===== src/rtl/fetch_queue.sv =====
// Fetch-to-decode circular queue with valid/allowin handshakes and flush.
// Optional FQ_BYPASS_EN: an entry arriving at an empty queue appears on the output in the same cycle.
module fetch_queue #(
    parameter int BUS_WD = 64,
    parameter int DEPTH  = 4,
    parameter int CNT_WD = 3
) (
    input  logic              clk,
    input  logic              reset,
    input  logic              in_valid,
    input  logic [BUS_WD-1:0] in_bus,
    output logic              in_allowin,
    output logic              out_valid,
    output logic [BUS_WD-1:0] out_bus,
    input  logic              out_allowin,
    input  logic              flush,
    output logic [CNT_WD-1:0] count
);

    localparam int PTR_WD = $clog2(DEPTH);

    logic [BUS_WD-1:0] mem_q [DEPTH];
    logic [PTR_WD-1:0] rd_ptr_q, rd_ptr_d;
    logic [PTR_WD-1:0] wr_ptr_q, wr_ptr_d;
    logic [CNT_WD-1:0] count_q, count_d;

    logic bypass;
    logic push;
    logic pop;

    always_comb begin
        in_allowin = (count_q != CNT_WD'(DEPTH));
`ifdef FQ_BYPASS_EN
        bypass    = (count_q == '0) && in_valid && !flush;
        out_valid = ((count_q != '0) && !flush) || bypass;
        out_bus   = bypass ? in_bus : mem_q[rd_ptr_q];
`else
        bypass    = 1'b0;
        out_valid = (count_q != '0) && !flush;
        out_bus   = mem_q[rd_ptr_q];
`endif
        // A bypassed entry taken by decode never touches storage.
        push = in_valid && in_allowin && !flush && !(bypass && out_allowin);
        pop  = out_valid && out_allowin && !bypass;
    end

    always_comb begin
        rd_ptr_d = rd_ptr_q;
        wr_ptr_d = wr_ptr_q;
        count_d  = count_q;
        if (flush) begin
            rd_ptr_d = '0;
            wr_ptr_d = '0;
            count_d  = '0;
        end else begin
            if (push) wr_ptr_d = wr_ptr_q + 1'b1;
            if (pop)  rd_ptr_d = rd_ptr_q + 1'b1;
            if (push && !pop)      count_d = count_q + 1'b1;
            else if (pop && !push) count_d = count_q - 1'b1;
        end
    end

    always_ff @(posedge clk) begin
        if (reset) begin
            rd_ptr_q <= '0;
            wr_ptr_q <= '0;
            count_q  <= '0;
        end else begin
            rd_ptr_q <= rd_ptr_d;
            wr_ptr_q <= wr_ptr_d;
            count_q  <= count_d;
        end
    end

    // Payload storage is not cleared; the pointers alone define what is valid.
    always_ff @(posedge clk) begin
        if (push) mem_q[wr_ptr_q] <= in_bus;
    end

    assign count = count_q;

endmodule


===== config.mk =====
export PLATFORM = sky130hd
export DESIGN_NAME = fetch_queue
export DESIGN_NICKNAME = d
export VERILOG_FILES = /design/src/rtl/fetch_queue.sv
export SDC_FILE = /design/constraint.sdc
export NUM_CORES = 1
export LEC_CHECK = 0
export ABC_CLOCK_PERIOD_IN_PS = 3020
export BUFFER_PORTS_ARGS = -buffer_cell sky130_fd_sc_hd__buf_4
export CAP_MARGIN = 20
export CELL_PAD_IN_SITES_DETAIL_PLACEMENT = 1
export CELL_PAD_IN_SITES_GLOBAL_PLACEMENT = 1
export CORE_MARGIN = 2
export CORE_UTILIZATION = 47
export CTS_BUF_LIST = sky130_fd_sc_hd__clkbuf_4 sky130_fd_sc_hd__clkbuf_8
export CTS_CLUSTER_SIZE = 14
export DETAILED_ROUTE_END_ITERATION = 12
export PLACE_DENSITY_LB_ADDON = 0.1
export SETUP_SLACK_MARGIN = 0.1
export SLEW_MARGIN = 20
export SYNTH_ARGS = -nofsm -noshare
export SYNTH_HDL_FRONTEND = slang
export SYNTH_SLANG_ARGS = --single-unit

===== constraint.sdc =====
create_clock -name clk -period 3.02 [get_ports clk]
set_input_delay 0.604 -clock clk [delete_from_list [all_inputs] [get_ports clk]]
set_output_delay 0.604 -clock clk [all_outputs]
set_load 0.03 [all_outputs]

After elaboration in Yosys (flattened, before gate mapping). Memory sizes are Yosys's and may differ from the RTL's. A register that Yosys moved wholly into a read port is not among the register bits. Cells that the tools add are included.

Register bits after elaboration: 7. Bits in writable memories: 256. Input bits: 69. Output and inout port bits: 69. Memories kept: 1.

Memory list: mem_q (words 4, bits a word 64, read ports 1, clocked after Yosys merged registers in 1, wr ports 1, RTL line 22) `logic [BUS_WD-1:0] mem_q [DEPTH];`.

Add/sub/neg operators: 4. Equal/unequal tests: 1. Muxes and demuxes: 6. Reductions and logical operators: 12.

Operator list (number): $logic_and 1x1->1 (6); $mux 3 (2); $add 2x1->2 const B (2); $mux 2 (2); $add 3x1->3 const B (1); $logic_not 1->1 (3); $ne 3x3->1 const B (1); $reduce_bool 3->1 (1); $sub 3x1->3 const B (1); $mux 1 (2); $reduce_bool 2->1 (1); $reduce_or 2->1 (1).

Logic depth before layout (Yosys ltp).
Depth in word-level cells: 7. Mapped depth: 9.

Worst setup path after synthesis. Ideal clock, no wire load.

Kind: flip-flop to flip-flop. Start point: reg count_q[0], in the netlist count[0]. End point: mem mem_q[2][0] (enable). Library setup time: 0.429 ns. Data arrival time: 2.573 ns. Required time: 2.591 ns. Path slack: 0.018 ns. Stages on the path, launching flop included: 4. Period minus slack after synthesis: 3.002 ns. Path through: dfxtp_1 -> nor3b_1 -> nor3_1 -> and2_1.

Word-level cells in the longest chain between the ends: 5.

RTL lines: start: declaration (RTL line 25) `logic [CNT_WD-1:0] count_q, count_d;`; start signal: assignment (RTL line 71) `count_q <= count_d;`; $ne 3x3->1 (RTL line 32) `in_allowin = (count_q != CNT_WD'(DEPTH));`; $logic_and 1x1->1 (2 in a row) (RTL line 43) `push = in_valid && in_allowin && !flush && !(bypass && out_allowin);`; named net push (RTL line 28) `logic push;`; $mux 1 (RTL line 77) `if (push) mem_q[wr_ptr_q] <= in_bus;`; $mux 1 (not written as such) (RTL line 77); end: declaration (RTL line 22).

The timed path passes the listed nets, and every way through them passes these cells.

==> flow_metrics.tcl <==
set metrics [dict create \
    status "finished, final reports clean" \
    cts-root-buf "clkbuf_8" \
    syn_area_sq_um 9784 \
    cpPeakStageDelay_ns 0.60 \
    cts-resized-gates 0 \
    drc 0 \
    viasPerCell 5.282 \
    slew_violations 0 \
    cp_data_required_time_ns 2.42 \
    path_common_cell "buf_4" \
    antenna_cells 0 \
    cp-end-kind "primary output" \
    htree_levels 2 \
    initial_utilization_pct 48.05 \
    antenna_found_initial 0 \
    power_frac_comb_pct 5.9 \
    synthToLayoutAreaGrowth_pct 23.04 \
    p_sw_share_pct 20.85 \
    utilization_pct 59.12 \
    syn_area_per_cell_sq_um 25.22 \
    io_buffers 137 \
    worstSetupStartpointType "register" \
    netlist_instances 388 \
    cp_cell_sequence "buf_4, mux4_1, buf_4" \
    final_antenna_net_count 0 \
    gp_congestion 0.7145 \
    hold_viol 0 \
    drt-total-wl_microns 19070 \
    vias 4606 \
    cts_tree "built" \
    fp.dieW_microns 148.3 \
    drive_above_1_share_pct 48.17 \
    worst_pin_slew_ns 0.5986 \
    synth-edff-count 256 \
    grt_usage_pct 17.94 \
    worstSetupPathType "register to primary output" \
    synth_cell_types 26 \
    placementRows 52 \
    drt_pass1_iterations 4 \
    drt-initial-drc-count 279 \
    ys_ff_latch 265 \
    grt_overflow_total 0 \
    p_sw_mw 1.561 \
    yosysTopAreaCellShare_pct 78.57 \
    ir_worst_vdd_mv 0.3608 \
    yosys.area.top_type "edfxtp_1" \
    min_period_over_period_pct 87.28 \
    clk_latency_ns 0.53 \
    cp_slowest_cell "dfxtp_4" \
    drv_cap 0 \
    final_nets 648 \
    dp_hpwl_microns 11810 \
    powerDensity_nw_per_um2 621.7 \
    hold_path_class "input pin to register" \
    seqPwrFrac_pct 55.0 \
    rsz0062_at_grt "no" \
    internal-power_mw 5.924 \
    p_leak_nw 4.056 \
    clk_pin_slew_ns 0.06 \
    fin_setup_tns_ns 0 \
    fin_crit_ns 2.636 \
    relSlewSlack_pct 59.79 \
    async_flop_share_pct 0 \
    dieArea_sq_um 21990 \
    avgRoutedWirePerCell_microns 21.87 \
    cts_buffers 44 \
    dieHeight_microns 148.3 \
    synth_seq_area_share_pct 80.41 \
    setup_viol 0 \
    yosys_warnings 0 \
    finalClockSkew_ns 0.01939 \
    grt_pass1_wl_microns 29520 \
    postCtsHoldBufs 0 \
    cts_sinks 265 \
    synth_most_common_cell "edfxtp_1" \
    grt_pass1_vias 5209 \
    critPathArrivalTime_ns 2.03 \
    cp_max_fo 26 \
    max_freq_ghz 0.3794 \
    p_clk_share_pct 39.1 \
    synth_top_flop_cell "edfxtp_1" \
    max-clock-path-buffers 3 \
    grt_max_degree 38 \
    core_area_sq_um 20360 \
    synth_area_leaders "edfxtp_1 (79%), mux4_2 (14%), dfxtp_1 (1.8%), buf_12 (1.2%), mux4_1 (1.1%)" \
    pin_count 138 \
    syn_nets 463 \
    yosys-top-cells-count "edfxtp_1 (256), mux4_2 (60), dfxtp_1 (9)" \
]
registers in the layout, indices dropped and copies added, names as in the netlist, named ones only:
| signal | cells |
|---|---|
| count | 3 |
| mem_q | 256 |
| rd_ptr_q | 2 |
| wr_ptr_q | 2 |
metal layers:
layer  track usage, %  vias to the layer above  share of wire (%)
met5                0                        -                  0
met4            6.286                        0                2.6
met3            5.245                       41                8.1
met2            29.51                      183                 50
met1            23.11                     2360                 39
li1                 -                     2022                  -
worst max-delay path: cells and delay by family (launching register included):
kind,cells,cell delay (ns)
multiplexers,1,0.38
flip-flops,1,0.60
buffers and inverters,2,0.51
power by group through the flow:
stage | clock, mW | sequential (mW) | combinational, mW
final | 2.92 | 4.12 | 0.442
after global routing | 3.17 | 4.12 | 0.472
after CTS | 3.03 | 4.12 | 0.449
after detailed placement | 0 | 4.20 | 0.443
after global placement | 0 | 4.19 | 0.428
after floorplan | 0 | 4.19 | 0.221
layout by cell type (no fill, tap or decap), drive strengths merged:
master    count
buf         154
mux2i         1
clkinvlp      3
inv           5
nand3b        1
mux4         64
nor3b         1
and2          4
nand3         2
clkinv        7
nor3          2
a21oi         6
or2           1
nand2b        1
edfxtp      256
ha            5
nand2         1
or3           3
nor2          3
fa            1
clkbuf       65
xor2          2
o21ai         5
dfxtp         9
layout make-up:
cell class	instances	area (sq um)
clock buffers	65	775.7
clock inverters	10	50.05
fillers	1748	8325
inverters	5	18.77
multi-input cells	103	1738
flip-flops and latches	265	7875
well taps	270	337.8
repair buffers	154	1244
metrics by stage:
| step | hold WS, ns | setup WS (ns) | std cells | instance area, sq um | power [mW] |
|---|---|---|---|---|---|
| global route | 0.2330 | 0.2794 | 872 | 12040 | 7.760 |
| finish | 0.2674 | 0.3840 | 872 | 12040 | 7.485 |
| floorplan | 0.4591 | 0.6523 | 388 | 9789 | 4.415 |
| global placement | 0.4666 | 0.6603 | 793 | 11170 | 4.619 |
| detailed placement | 0.5239 | 0.5935 | 793 | 11170 | 4.640 |
| CTS | 0.2260 | 0.3149 | 872 | 12040 | 7.597 |
logic make-up (layout without fill, tap and decap cells):
family	Yosys count	after routing	share of synthesized area (%)
buffers and inverters	20	234	1.931
AOI/OAI and AO/OA	11	11	0.5626
muxes	65	65	14.99
xor gates and xnor gates	2	2	0.1791
DFF	265	265	80.41
and+or+nand+nor	19	19	1.087
adders and majority gates	6	6	0.8440
final timing paths:
kind | to | slack, ns | startpoint | depth (start not counted)
worst max register to register | count[2] | 0.56 | count[1] | 9
worst max-delay path | out_bus[50] | 0.38 | register | 3
worst min-delay path | mem_q[1][27] | 0.27 | in_bus[27] | 1
worst min register to register | register | 0.52 | rd_ptr_q[1] | 2
repair_timing:
item	CTS	global route
hold endpoints to repair	0	0
endpoints found under the setup margin	3	0
setup buffers	4	0
(Power assumes the default switching activity.)
